**src/rtl/reg_list_sequencer_pkg.sv**
```systemverilog
// reg_list_sequencer_pkg
//   Shared control-unit definitions for the load/store-multiple register
//   list sequencer: FSM state encoding, the address-width derivation and
//   a population-count helper.
package reg_list_sequencer_pkg;

  // State encoding values, kept as localparams so other control-unit
  // blocks can decode the sequencer state if they need to.
  localparam logic [1:0] ST_IDLE_ENC = 2'd0;
  localparam logic [1:0] ST_EMIT_ENC = 2'd1;
  localparam logic [1:0] ST_DONE_ENC = 2'd2;

  typedef enum logic [1:0] {
    ST_IDLE = ST_IDLE_ENC,
    ST_EMIT = ST_EMIT_ENC,
    ST_DONE = ST_DONE_ENC
  } seq_state_t;

  // Widest register file the helpers below are sized for.
  localparam int MAX_REGS = 64;

  // Bits needed to index n registers (never less than one bit).
  function automatic int addr_width(input int n);
    int w;
    w = 1;
    for (int i = 1; i <= 6; i++) begin
      if ((1 << i) < n) w = i + 1;
    end
    return w;
  endfunction

  // Number of set bits in a list, zero-extended to MAX_REGS.
  function automatic int popcount(input logic [MAX_REGS-1:0] v);
    int c;
    c = 0;
    for (int i = 0; i < MAX_REGS; i++) begin
      if (v[i]) c = c + 1;
    end
    return c;
  endfunction

endpackage

```
**src/rtl/reg_list_sequencer_bit_priority_encoder.sv**
```systemverilog
// bit_priority_encoder
//   Purely combinational priority encoder over a bitmask.
//   Ports:
//     mask        in   WIDTH   bits to search
//     dir         in   1       0 = report lowest set bit, 1 = highest
//     index       out  IDX_W   position of the selected bit (0 if none)
//     any         out  1       at least one bit of mask is set
//     onehot_last out  1       exactly one bit of mask is set
module bit_priority_encoder #(
  parameter int WIDTH = 16,
  parameter int IDX_W = 4
) (
  input  logic [WIDTH-1:0] mask,
  input  logic             dir,
  output logic [IDX_W-1:0] index,
  output logic             any,
  output logic             onehot_last
);

  always_comb begin
    index = '0;
    if (dir) begin
      // Walk upward so the highest set bit is the last one written.
      for (int i = 0; i < WIDTH; i++) begin
        if (mask[i]) index = IDX_W'(i);
      end
    end else begin
      // Walk downward so the lowest set bit is the last one written.
      for (int i = WIDTH - 1; i >= 0; i--) begin
        if (mask[i]) index = IDX_W'(i);
      end
    end
  end

  assign any = |mask;
  // Clearing the lowest set bit leaves zero only for a single-bit mask.
  assign onehot_last = any && ((mask & (mask - WIDTH'(1))) == '0);

endmodule

```
**src/rtl/reg_list_sequencer.sv**
```systemverilog
// reg_list_sequencer
//   Sequencer for load/store-multiple instructions. Latches a register
//   bitmask on start and emits the index of each set bit, one per accepted
//   handshake, in ascending or descending order, then pulses done.
//   Ports:
//     clk          in   1         system clock
//     reset        in   1         synchronous active-high reset
//     start        in   1         begin sequencing (honoured in IDLE only)
//     reg_list     in   NUM_REGS  register bitmask, sampled with start
//     descending   in   1         0 = lowest first, 1 = highest first
//     advance      in   1         consumer accepts current address
//     valid        out  1         address/ordinal/first/last meaningful
//     reg_address  out  ADDR_W    index of current register
//     ordinal      out  ADDR_W+1  0-based position in the sequence
//     first        out  1         current element is first of the list
//     last         out  1         current element is last of the list
//     count        out  ADDR_W+1  popcount of latched list
//     busy         out  1         high in EMIT and DONE
//     done         out  1         one-cycle pulse at end of sequence
module reg_list_sequencer
  import reg_list_sequencer_pkg::*;
#(
  parameter int NUM_REGS = 16,
  parameter int ADDR_W   = addr_width(NUM_REGS)
) (
  input  logic                clk,
  input  logic                reset,
  input  logic                start,
  input  logic [NUM_REGS-1:0] reg_list,
  input  logic                descending,
  input  logic                advance,
  output logic                valid,
  output logic [ADDR_W-1:0]   reg_address,
  output logic [ADDR_W:0]     ordinal,
  output logic                first,
  output logic                last,
  output logic [ADDR_W:0]     count,
  output logic                busy,
  output logic                done
);

  seq_state_t          r_state;
  seq_state_t          w_state_next;
  logic [NUM_REGS-1:0] r_mask;
  logic                r_dir;
  logic [ADDR_W:0]     r_ordinal;
  logic [ADDR_W:0]     r_count;

  logic [ADDR_W-1:0]   w_index;
  logic                w_any;
  logic                w_onehot_last;
  logic [MAX_REGS-1:0] w_list_ext;
  logic [NUM_REGS-1:0] w_clear_bit;
  logic                w_emit;

  bit_priority_encoder #(
    .WIDTH (NUM_REGS),
    .IDX_W (ADDR_W)
  ) u_prio (
    .mask        (r_mask),
    .dir         (r_dir),
    .index       (w_index),
    .any         (w_any),
    .onehot_last (w_onehot_last)
  );

  // Zero-extend the incoming list to the width the popcount helper takes.
  always_comb begin
    w_list_ext                 = '0;
    w_list_ext[NUM_REGS-1:0]   = reg_list;
  end

  assign w_clear_bit = NUM_REGS'(1) << w_index;
  assign w_emit      = (r_state == ST_EMIT);

  // State register.
  always_ff @(posedge clk) begin
    if (reset) begin
      r_state <= ST_IDLE;
    end else begin
      r_state <= w_state_next;
    end
  end

  // Next-state logic.
  always_comb begin
    w_state_next = r_state;
    case (r_state)
      ST_IDLE: begin
        if (start) w_state_next = (reg_list != '0) ? ST_EMIT : ST_DONE;
      end
      ST_EMIT: begin
        if (advance && w_onehot_last) w_state_next = ST_DONE;
      end
      ST_DONE: begin
        w_state_next = ST_IDLE;
      end
      default: begin
        w_state_next = ST_IDLE;
      end
    endcase
  end

  // Datapath: latch the list on start, retire one bit per accepted address.
  always_ff @(posedge clk) begin
    if (reset) begin
      r_mask    <= '0;
      r_dir     <= 1'b0;
      r_ordinal <= '0;
      r_count   <= '0;
    end else begin
      if (r_state == ST_IDLE && start) begin
        r_mask    <= reg_list;
        r_dir     <= descending;
        r_count   <= (ADDR_W+1)'(popcount(w_list_ext));
        r_ordinal <= '0;
      end else if (w_emit && advance) begin
        r_mask    <= r_mask & ~w_clear_bit;
        r_ordinal <= r_ordinal + 1'b1;
      end
    end
  end

  // All outputs come from registered state; reg_list never reaches them
  // combinationally.
  assign valid       = w_emit && w_any;
  assign reg_address = valid ? w_index : '0;
  assign ordinal     = r_ordinal;
  assign first       = valid && (r_ordinal == '0);
  assign last        = valid && w_onehot_last;
  assign count       = r_count;
  assign busy        = (r_state != ST_IDLE);
  assign done        = (r_state == ST_DONE);

endmodule

```
**config.mk**
```make
export PLATFORM = sky130hd
export DESIGN_NAME = reg_list_sequencer
export DESIGN_NICKNAME = d
export VERILOG_FILES = /design/src/rtl/reg_list_sequencer_pkg.sv /design/src/rtl/reg_list_sequencer_bit_priority_encoder.sv /design/src/rtl/reg_list_sequencer.sv
export SDC_FILE = /design/constraint.sdc
export NUM_CORES = 1
export LEC_CHECK = 0
export CAP_MARGIN = 20
export CORE_MARGIN = 8
export CORE_UTILIZATION = 36
export DETAILED_ROUTE_END_ITERATION = 7
export PLACE_DENSITY = 0.56
export SLEW_MARGIN = 30
export SYNTH_ARGS = -nofsm -noshare
export SYNTH_HDL_FRONTEND = slang
export SYNTH_SLANG_ARGS = --single-unit
```
**constraint.sdc**
```tcl
create_clock -name clk -period 9.15 [get_ports clk]
set_clock_uncertainty 0.2 [all_clocks]
set_input_delay 2.2875 -clock clk [delete_from_list [all_inputs] [get_ports clk]]
set_output_delay 2.2875 -clock clk [all_outputs]
set_load 0.03 [all_outputs]
```
# Word level (Yosys, flattened, before mapping)
# Cells that the tools add are included.
[op_classes]
bitwise = 3
n_shift = 1
eq_ne = 4
n_addsub = 17
reduce_logical = 16
n_mul = 0
order_cmp = 0
n_div = 0
n_mux = 85
[ops]
columns = ["operator", "count"]
rows = [
  ["5-bit 2-to-1 mux", 45],
  ["4-bit 2-to-1 mux", 26],
  ["5-bit by 2-bit adder with 5-bit output, second input constant", 15],
  ["16-bit AND", 2],
  ["16-bit 2-to-1 mux", 2],
  ["16-bit logical NOT", 1],
  ["16-bit inverter", 1],
  ["16-bit nonzero test", 1],
  ["16-bit OR reduction", 1],
  ["1-bit by 4-bit left shift with 16-bit output, first input constant", 1],
  ["16-bit by 1-bit subtractor with 16-bit output, second input constant", 1],
  ["3-bit 2-to-1 mux", 4],
  ["2-bit 2-to-1 mux", 5],
  ["1-bit logical AND", 7],
  ["5-bit by 1-bit adder with 5-bit output, second input constant", 1],
  ["5-bit logical NOT", 1],
  ["2-bit one-hot mux with 2 select lines", 1],
  ["2-bit nonzero test", 2],
  ["2-bit by 1-bit == test with 1-bit output, second input constant", 1],
  ["2-bit == test, second input constant", 1],
  ["2-bit logical NOT", 1],
  ["1-bit 2-to-1 mux", 2],
  ["2-bit by 1-bit inequality test with 1-bit output, second input constant", 1],
  ["2-bit inequality test, second input constant", 1],
  ["other kinds (2)", 2],
]
[word_totals]
mem_count = 0
out_inout_bits = 19
mem_bits_ro = 0
elab_cells = 131
latch_bits = 0
register_bits = 29
ram_bits = 0

# Logic depth before layout (Yosys ltp)
# Gate-level depths: netlist (run 1).
[logic_depth]
word_depth = 62
depth_mapped = 44
mapped_depth_nobuf = 43

# Cells and area by module
# A second synthesis (run 1) with hierarchy kept.
[unflattened]
hier_cells = 476
area_unflattened_um2 = 3688.5
[modules_own_cells]
columns = ["module", "cells_per_inst", "n_inst", "area_each_um2"]
rows = [
  ["reg_list_sequencer", 397, 1, 3191.8],
  ["bit_priority_encoder", 79, 1, 496.7],
]

# Worst setup path after synthesis (run 1)
# No wires, ideal clock.
[synth_timing]
path_kind = "input to register"
start = "input port reg_list[0]"
end = "register r_count[4] (netlist: count[4])"
slack_ns = -0.654
stages = 42
arrival_time_ns = 9.489
path_cell_list = "inv_1 > ha_1 > buf_4 > xor2_1 > ha_1 > xor2_1 > mux2i_1 > xor2_1 > nor2_1 > nor2_1 > ha_1 > a32oi_1 > and2_1 > xnor2_1 > mux2_2 > ha_1 > nor2b_1 > nor2_1 > (+6 left out) > xnor2_1 > a21oi_1 > ha_1 > a21oi_1 > and2_1 > xor2_1 > nor2_1 > or2_2 > ha_1 > nand2_1 > nand2_1 > mux2_2 > o31ai_2 > nor3b_1 > mux2i_1 > xnor3_1 > o21ai_1 > and2b_1"
[synth_between]
elab_chain_cells = 61
[synth_rtl]
columns = ["element", "line_no", "text"]
rows = [
  ["start, declared", "reg_list_sequencer.sv:29", "input logic [NUM_REGS-1:0] reg_list,"],
  ["1-bit 2-to-1 mux *", "reg_list_sequencer_pkg.sv:37", "if (v[i]) c = c + 1;"],
  ["5-bit 2-to-1 mux *", "reg_list_sequencer.sv:112", "if (r_state == ST_IDLE && start) begin"],
  ["5-bit 2-to-1 mux *", "reg_list_sequencer.sv:106", "if (reset) begin"],
  ["5-bit by 2-bit adder with 5-bit output", "reg_list_sequencer_pkg.sv:37", ""],
  ["5-bit 2-to-1 mux *", "reg_list_sequencer_pkg.sv:37", ""],
  ["5-bit 2-to-1 mux *", "reg_list_sequencer.sv:112", ""],
  ["5-bit 2-to-1 mux *", "reg_list_sequencer.sv:106", ""],
  ["5-bit by 2-bit adder with 5-bit output", "reg_list_sequencer_pkg.sv:37", ""],
  ["(+45 left out)", "--", ""],
  ["5-bit 2-to-1 mux *", "reg_list_sequencer.sv:112", ""],
  ["5-bit 2-to-1 mux *", "reg_list_sequencer.sv:106", ""],
  ["5-bit by 2-bit adder with 5-bit output", "reg_list_sequencer_pkg.sv:37", ""],
  ["5-bit 2-to-1 mux *", "reg_list_sequencer_pkg.sv:37", ""],
  ["5-bit 2-to-1 mux *", "reg_list_sequencer.sv:112", ""],
  ["5-bit 2-to-1 mux *", "reg_list_sequencer.sv:106", ""],
  ["5-bit by 2-bit adder with 5-bit output", "reg_list_sequencer_pkg.sv:37", ""],
  ["5-bit 2-to-1 mux *", "reg_list_sequencer_pkg.sv:37", ""],
  ["end signal, assigned", "reg_list_sequencer.sv:115", "r_count <= (ADDR_W+1)'(popcount(w_list_ext));"],
  ["end, declared", "reg_list_sequencer.sv:47", "logic [ADDR_W:0] r_count;"],
]
# Mark *: on every way between the ends. The rest lies on a longest branch, timed or not. The select of a mux whose other input is x is not followed.
# A chain may end at the register's enable or synchronous reset.

# Final worst setup path (run 1)
[layout_timing]
start = "input port reg_list[1]"
end = "register r_count[3] (netlist: count[3])"
[layout_between]
elab_chain_cells = 57
[layout_rtl]
columns = ["element", "line_no"]
rows = [
  ["5-bit 2-to-1 mux *", "reg_list_sequencer_pkg.sv:37"],
  ["5-bit 2-to-1 mux *", "reg_list_sequencer.sv:112"],
  ["5-bit 2-to-1 mux *", "reg_list_sequencer.sv:106"],
  ["5-bit by 2-bit adder with 5-bit output", "reg_list_sequencer_pkg.sv:37"],
  ["5-bit 2-to-1 mux *", "reg_list_sequencer_pkg.sv:37"],
  ["5-bit 2-to-1 mux *", "reg_list_sequencer.sv:112"],
  ["5-bit 2-to-1 mux *", "reg_list_sequencer.sv:106"],
  ["5-bit by 2-bit adder with 5-bit output", "reg_list_sequencer_pkg.sv:37"],
  ["(+41 left out)", "--"],
  ["5-bit 2-to-1 mux *", "reg_list_sequencer.sv:112"],
  ["5-bit 2-to-1 mux *", "reg_list_sequencer.sv:106"],
  ["5-bit by 2-bit adder with 5-bit output", "reg_list_sequencer_pkg.sv:37"],
  ["5-bit 2-to-1 mux *", "reg_list_sequencer_pkg.sv:37"],
  ["5-bit 2-to-1 mux *", "reg_list_sequencer.sv:112"],
  ["5-bit 2-to-1 mux *", "reg_list_sequencer.sv:106"],
  ["5-bit by 2-bit adder with 5-bit output", "reg_list_sequencer_pkg.sv:37"],
  ["5-bit 2-to-1 mux *", "reg_list_sequencer_pkg.sv:37"],
]
# Marks and branches as above.

==> flow_summary.ini, run 1 <==
[routing]
vias_per_cell = 5.146
wl_microns = 9994
num_vias = 3659
wl_per_cell_microns = 14.06
drc = 0
ant_nets = 0
dr.pass1.iters = 7
dr.first_iter.drc_count = 186

[cts]
htreeDepth = 2
cts_tree = yes
cts_buffers = 5
clkSinkCount = 29
cts-root-buf = clkbuf_8
hold_buffers = 0
clock_path_buffers = 2
clk_pin_slew_worst_paths_ps = 60
clock_latency_ps = 280

[worst_setup_path]
endpoint_kind = flip-flop
worstSetupPathType = input port to flip-flop
slowest_stage = ha_1
cp_slowest_stage_delay_ps = 330
crit_required_ps = 9170
critPathLaunchType = input port
crit_path_max_fanout = 3
arrival_ps = 9250

[cells_and_area]
areaGrowthSynthToFinish_pct = 39.93
fin_nets = 617
num_antenna_cells = 0
multiInputGateArea_sq_um = 3049
fin_util_pct = 51.62
final_area_sq_um = 4999
seq_area_sq_um = 580.6
layout-drive-gt1-share_pct = 25.26
fill_cells = 943

[floorplanning]
die-area_sq_um = 13370
rows = 36
floorplan.core_area_sq_um = 9684
fp.dieH_microns = 115.6
ios = 40
initial_core_util_pct = 36.89
die_x_microns = 115.6

[sta]
timing.hold.ws_ps = 257.2
worstMarginPinSlew_ps = 625.3
rsz0062_at_grt = yes
final.setup.worst_slack_ps = -82.48
relSlewSlack_pct = 58.21
fmax_ghz = 0.1083
post-route-min-period_ps = 9232
finalSetupViolCount = 2
hold_viol = 0
slew_violations = 0
timing.final.crit_share_pct = 100.9

[logic_synthesis]
synth-seq-cells = 29
synth_area_sq_um = 3572
yosys_warnings = 0
ys_types = 66
syn_inst = 479
synth.avg_cell_area_sq_um = 7.458
yosysSeqAreaShare_pct = 16.25
synth_top_flop_cell = dfxtp_1
synth_fp_nets = 519
synthArstFlopShare_pct = 0
synth-edff-count = 0

[pwr]
p_leak_uw = 0.002057
power_uw = 1550
p_per_area_nw_per_um2 = 310.1
worst_ir_drop_vdd_uv = 246.9

[global_route]
grt_pass1_wl_microns = 16570
grt_pass1_vias = 3620
grt_max_degree = 30
antenna_found_initial = 0
overflow = 0
track_usage_pct = 14.95

[run_status]
status = finished with violations
violations = setup timing

[place]
gp_congestion = 0.8318
pre_cts_slack_ps = -927.3
place_area_sq_um = 4574
dp_hpwl_microns = 7622
portBuffers = 39

[min_path]
worstHoldPathType = flip-flop to flip-flop

[flow_run]
maxCapViolCount = 0
Yosys cell counts (3+ instances only):
cell      instances  area [sq um]
nand3b_1          4         30.03
nand2_1          64         240.2
mux2_2            3         33.78
a211oi_1          3         22.52
nor3b_1           3         22.52
o311ai_0          4         35.03
o31ai_1           5         37.54
o22ai_1           4         25.02
o211ai_1         15         112.6
inv_1            21         78.83
and2_1            5         31.28
nand2b_1          3         18.77
nand4_1           5         31.28
o21bai_1          7         52.55
or3_1             3         18.77
nor2_1           40         150.1
buf_2             3         15.01
nor3_1           16         80.08
ha_1             19         237.7
a21oi_1          55         275.3
xor2_1           22         192.7
dfxtp_1          29         580.6
clkbuf_1         21         78.83
nand3_1           6         30.03
nor2b_1           5         31.28
xnor3_1           6         135.1
a21boi_0          3         22.52
o21ai_1           3         15.01
mux2i_1           9         90.09
and3_1            5         31.28
nor4_1            4         25.02
o21ai_0           7         35.03
xnor2_1          29         254.0
or2_2             8         50.05
worst max-delay path, delay by kind of cell:
kind	cells	cell delay, ps
adder cells (fa/ha/maj)	7	1850
XOR/XNOR	9	1380
AO/OA/AOI/OAI	8	1240
AND/OR/NAND/NOR	11	1180
multiplexers	4	930
buffers and inverters	4	360
registers in the layout (all words and copies together), names as in the netlist:
register / count
r_mask: 16
count: 5
ordinal: 5
r_dir: 1
r_state: 2
cell families after synthesis:
| group | synth area share (%) |
|---|---|
| xor+xnor | 20.77 |
| fa+ha+maj | 6.935 |
| simple gates | 24.66 |
| mux | 3.468 |
| flops | 16.25 |
| compound gates | 22.77 |
| buf+inv | 5.149 |
timing repair:
item | CTS | global route
pin swaps | 29 | 31
setup buffers | 15 | 9
gates resized for setup | 14 | 27
setup endpoints to repair | 4 | 4
cell type report:
cell class	count	area share, %
Timing Repair Buffer	117	19.85
Clock inverter	1	0.6008
Tap cell	133	3.329
Sequential cell	29	11.61
Multi-Input combinational cell	403	61.00
Clock buffer	7	1.727
Inverter	21	1.877
per-stage QoR:
| step | std cells | TNS (ps) |
|---|---|---|
| 5_1_grt | 711 | -1423 |
| 3_5_place_dp | 680 | -3079 |
| 6_report | 711 | -158.8 |
| 2_1_floorplan | 479 | -102.5 |
| 4_1_cts | 703 | -170.8 |
| 3_3_place_gp | 680 | -2501 |
layout by cell type, fill, tap and decap left out, types with 15 or more instances in the layout:
master and count:
buf_4 75, nand2_1 59, a21oi_1 52, nor2_1 39, clkdlybuf4s50_1 35, dfxtp_1 29, xnor2_1 26, xor2_1 19
inv_1 19, o211ai_1 15
metal layers:
metal	track usage, %	part of all wire (%)
met5	0	0
met1	18.30	47
met2	26.40	49
met3	2.814	2.8
met4	3.457	0.89
report_power, final:
part           switching [uW]  leakage [uW]  internal, uW
logic                     594       0.00176           661
registers                15.8      0.000237           141
clock network            48.9     0.0000585          88.7
total                     659       0.00206           891
final timing paths:
check / start / endpoint / slack (ps) / cells past startpoint
max reg2reg: r_mask[2] / r_state[1] / 6390 / 10
max: reg_list[1] / count[3] / -80 / 43
min reg2reg: count[0] / count[0] / 260 / 2
min: count[0] / count[0] / 260 / 2
No activity file was read; power rests on OpenSTA's default activity.
==> inputs of run 2 (changes only) <==
--- a/config.mk
+++ b/config.mk
@@ -6,6 +6,7 @@
 export NUM_CORES = 1
 export LEC_CHECK = 0
 export CAP_MARGIN = 20
+export CORE_ASPECT_RATIO = 0.9
 export CORE_MARGIN = 8
 export CORE_UTILIZATION = 36
 export DETAILED_ROUTE_END_ITERATION = 7
==> run 2 against run 1 <==
Net effect:
- the run still ends with setup timing left
- worst hold slack better by 11 ps
- sequential power hardly changed
- power is 0.41% lower
- clock power hardly changed
- sequential share of layout area hardly changed
- first-iteration DRC count is 5.4% higher
- critical endpoint is now count[4]
- largest power group unchanged
- highest routed layer unchanged
==> flow_summary.ini, run 2 (same netlist as run 1, synthesis figures left out) <==
[place]
portBuffers = 39
place_area_sq_um = 4566
place_inst = 673
dp_hpwl_microns = 7607
gp_congestion = 0.8507

[sta]
finalSetupViolCount = 3
fmax_ghz = 0.1074
rsz0062_at_grt = yes
slew_violations = 0
hold_viol = 0
worstMarginPinSlew_ps = 613.5
timing.final.crit_share_pct = 101.8
final.setup.worst_slack_ps = -162.4
timing.hold.ws_ps = 267.9
post-route-min-period_ps = 9312
relSlewSlack_pct = 59.00

[floorplanning]
die_x_microns = 121
rows = 34
floorplan.core_area_sq_um = 9657
initial_core_util_pct = 36.99
die-area_sq_um = 13370
fp.dieH_microns = 110.5
ios = 40

[run_status]
violations = setup timing
status = finished with violations

[cells_and_area]
fill_cells = 927
num_antenna_cells = 0
final_common_cell = buf_4
fin_nets = 617
layout-drive-gt1-share_pct = 25.09
regMostFlops = r_mask
areaGrowthSynthToFinish_pct = 39.37
final_area_sq_um = 4979
largest_reg_flops = 16
stdcell_count = 704
fin_util_pct = 51.55
layout_common_cells = buf_4, nand2_1, a21oi_1

[pwr]
p_leak_uw = 0.002062
p_int_uw = 887.3
combPwrFrac_pct = 81.0
worst_ir_drop_vdd_uv = 297.3
power_uw = 1544
pwr-share-seq_pct = 10.2
swShare_pct = 42.53
pwr-share-clk_pct = 8.9
switching_power_uw = 656.6
p_per_area_nw_per_um2 = 310.1

[worst_setup_path]
crit_path_frequent_cell = ha_4
critPathLaunchType = input port
cp_slowest_stage_delay_ps = 320
cp_top_family = adder cells
endpoint_kind = flip-flop
arrival_ps = 9340
crit_path_max_fanout = 3
slowest_stage = ha_1
worstSetupPathType = input port to flip-flop
crit_required_ps = 9180
worst-path-buf-inv = 3

[global_route]
grt_pass1_wl_microns = 16820
track_usage_pct = 14.73
grt_max_degree = 30
antenna_found_initial = 0
overflow = 0
grt_pass1_vias = 3544

[routing]
wl_microns = 10150
vias_per_cell = 5.303
ant_nets = 0
dr.first_iter.drc_count = 196
num_vias = 3733
dr.pass1.iters = 4
wl_per_cell_microns = 14.41
drc = 0

[cts]
cts_buffers = 5
htreeDepth = 2
clock_latency_ps = 280
hold_buffers = 0
cts-root-buf = clkbuf_8
clk_pin_slew_worst_paths_ps = 60
clkSinkCount = 29
clock_path_buffers = 2
cts_tree = yes

[flow_run]
maxCapViolCount = 0

[min_path]
worstHoldPathType = flip-flop to flip-flop
==> run 2: cell counts in the layout (fill, tap and decap cells not counted) <==
Identical to the previous run, type by type.
==> run 2: layout make-up <==
cell class / count / area, sq um / area share, %
clock inverters: 1 / 30.03 / 0.6032
inverters: 21 / 93.84 / 1.885
well taps: 126 / 157.7 / 3.167
clock buffers: 7 / 86.33 / 1.734
multi-input cells: 403 / 3042 / 61.10
repair buffers: 117 / 988.4 / 19.85
flip-flops and latches: 29 / 580.6 / 11.66
==> run 2: final timing paths <==
path / cells after the start / start / end / slack, ps
worst min-delay path: 2 / count[0] / count[0] / 270
worst max register to register: 9 / r_mask[15] / r_mask[1] / 6390
worst max-delay path: 44 / reg_list[1] / count[4] / -160
worst min register to register: 2 / count[0] / count[0] / 270
==> run 2: worst min-delay path, stage by stage, from the launching register on <==
cell and delay, ps:
dfxtp_1 310, nand2_1 50, a21oi_1 50
==> run 2: power by group through the flow <==
stage | sequential, uW | clock, uW | combinational [uW]
2_1_floorplan | 168 | 0 | 736
3_3_place_gp | 159 | 0 | 1070
3_5_place_dp | 159 | 0 | 1080
4_1_cts | 156 | 140 | 1190
5_1_grt | 159 | 147 | 1360
6_report | 157 | 137 | 1250
==> run 2: per-stage QoR <==
step                      worst slack, ps  TNS, ps
after floorplan                    -102.5   -102.5
after global placement             -765.6    -2554
after detailed placement           -978.5    -3242
after CTS                          -158.1   -305.4
after global routing               -638.5    -1951
final                              -162.4   -263.6
==> run 2: what timing repair did <==
action / in CTS / in global routing
resized for setup: 21 / 19
pin swaps: 28 / 24
endpoints found under the setup margin: 4 / 4
buffers inserted: 17 / 9
==> run 2: per-layer routing <==
metal  GRT usage [%]  up-vias  part of all wire, %
met4           2.829        0                 0.84
li1                -     1893                    -
met3           2.495        9                  3.5
met2           24.52       55                   48
met1           19.41     1776                   47
met5               0        -                    0
==> inputs of run 3 (changes only) <==
--- a/config.mk
+++ b/config.mk
@@ -8,9 +8,11 @@
 export CAP_MARGIN = 20
 export CORE_ASPECT_RATIO = 0.9
 export CORE_MARGIN = 8
-export CORE_UTILIZATION = 36
+export CORE_UTILIZATION = 52
+export CTS_CLUSTER_SIZE = 12
 export DETAILED_ROUTE_END_ITERATION = 7
-export PLACE_DENSITY = 0.56
+export GPL_TIMING_DRIVEN = 0
+export PLACE_DENSITY = 0.77
 export SLEW_MARGIN = 30
 export SYNTH_ARGS = -nofsm -noshare
 export SYNTH_HDL_FRONTEND = slang
==> run 3 against run 2 <==
Net effect:
- sequential share of layout area rose by 0.99 points
- non-clock buffer count fell by 32
- critical path depth fell by 2
- sequential power barely moved
- the flow still finishes with violations (setup timing)
==> flow_summary.ini, run 3 (same netlist as run 1, synthesis figures left out) <==
[cells_and_area]
fin_nets = 585
regMostFlops = r_mask
layout_common_cells = nand2_1, a21oi_1, nor2_1
stdcell_count = 636
fin_util_pct = 69.31
largest_reg_flops = 16
areaGrowthSynthToFinish_pct = 28.48
layout-drive-gt1-share_pct = 18.13
final_area_sq_um = 4589
final_common_cell = nand2_1
num_antenna_cells = 0

[cts]
clock_path_buffers = 2
cts_buffers = 5
cts-root-buf = clkbuf_8
cts_tree = yes
clk_pin_slew_worst_paths_ps = 60
clock_latency_ps = 280
clkSinkCount = 29
htreeDepth = 2
hold_buffers = 0

[worst_setup_path]
crit_required_ps = 9120
worstSetupPathType = input port to flip-flop
rrSetupSlack_ps = 6370
critPathLaunch = reg_list[0]
arrival_ps = 9270
r2r_start = r_mask[2]
cp_top_family = adder cells
rr_worst_depth = 7
cp_slowest_stage_delay_ps = 310
endpoint_kind = flip-flop
worst-path-buf-inv = 2
critPathLaunchType = input port
slowest_stage = ha_1
crit_path_max_fanout = 4
r2r-end = r_mask[13]
crit_path_frequent_cell = ha_4

[routing]
num_vias = 3674
wl_microns = 9587
vias_per_cell = 5.777
wl_per_cell_microns = 15.07
dr.pass1.iters = 5
dr.first_iter.drc_count = 188
ant_nets = 0
drc = 0

[sta]
relSlewSlack_pct = 53.35
rsz0062_at_grt = yes
hold_viol = 0
timing.final.crit_share_pct = 101.6
finalSetupViolCount = 2
slew_violations = 0
final.setup.worst_slack_ps = -150.3
fmax_ghz = 0.1075
post-route-min-period_ps = 9300
worstMarginPinSlew_ps = 697.2
tns_ps = -165.1

[floorplanning]
die-area_sq_um = 9781
rows = 28
initial_core_util_pct = 53.95
ios = 40
die_x_microns = 103.4
floorplan.core_area_sq_um = 6621
fp.dieH_microns = 94.63

[min_path]
worstHoldPathType = flip-flop to flip-flop
whs_path_depth = 2
hold_end = count[0]
worstHoldStart = count[0]

[global_route]
antenna_found_initial = 0
track_usage_pct = 19.51
grt_pass1_wl_microns = 15810
grt_max_degree = 11
overflow = 0
grt_pass1_vias = 3458

[flow_run]
maxCapViolCount = 0

[place]
place_inst = 602
dp_hpwl_microns = 7097
place_area_sq_um = 4154
portBuffers = 33
gp_congestion = 0.8744

[pwr]
p_per_area_nw_per_um2 = 292.2
pwr-share-seq_pct = 11.6
p_int_uw = 728.5
worst_ir_drop_vdd_uv = 290.7
combPwrFrac_pct = 79.7
swShare_pct = 45.68
switching_power_uw = 612.6
power_uw = 1341
pwr-share-clk_pct = 8.7
p_leak_uw = 0.001821

[run_status]
violations = setup timing
status = finished with violations
==> run 3: cell count changes in the layout (fill, tap and decap cells not counted), moves of 2 or more <==
cell	change
clkdlybuf4s50_1	-5
buf_2	+2
clkbuf_1	+20
mux2i_1	-2
buf_4	-49
==> run 3: how the worst max path moves through the flow <==
| stage | cells past startpoint | to | slack, ps |
|---|---|---|---|
| floorplan | 42 | count[4] | -100 |
| global placement | 45 | count[4] | -1360 |
| detailed placement | 45 | count[4] | -1500 |
| CTS | 42 | count[4] | -160 |
| global route | 44 | count[4] | -540 |
| finish | 42 | count[4] | -150 |
==> run 3: what timing repair did <==
action | CTS | global route
setup buffers | 18 | 9
gates resized for setup | 28 | 17
pin swaps | 25 | 26
setup endpoints to repair | 4 | 4
==> run 3: layer usage <==
metal	wire [microns]	vias up	global-route usage, %
li1	-	1831	-
met3	391	14	2.868
met1	4450	1733	25.28
met2	4661	96	33.56
met4	84	0	3.610
met5	0	-	0
==> run 3: tightest hold or removal path, cell delays in order, from the launching register on <==
cell	delay, ps
dfxtp_1	310
nand2_1	60
a21oi_1	50
==> run 3: power by group through the flow <==
stage	clock (uW)	combinational, uW	sequential, uW
2_1_floorplan	0	736	168
3_3_place_gp	0	877	157
3_5_place_dp	0	897	157
4_1_cts	116	966	155
5_1_grt	123	1160	157
6_report	117	1070	156
==> run 3: cell type report <==
class / instances / area (sq um)
multi-input combinational: 403 / 3052
fill: 536 / 2032
sequential: 29 / 580.6
timing repair buffer: 60 / 543.0
tap: 90 / 112.6
buffer: 25 / 103.9
clock buffer: 7 / 96.34
inverter: 21 / 96.34
clock inverter: 1 / 5.005
==> run 3: per-stage QoR <==
step	hold WS, ps	setup slack, ps
after global routing	294.5	-540.4
after floorplan	239.4	-102.5
final	266.2	-150.3
after detailed placement	258.6	-1498
after global placement	247.7	-1358
after CTS	271.0	-163.7
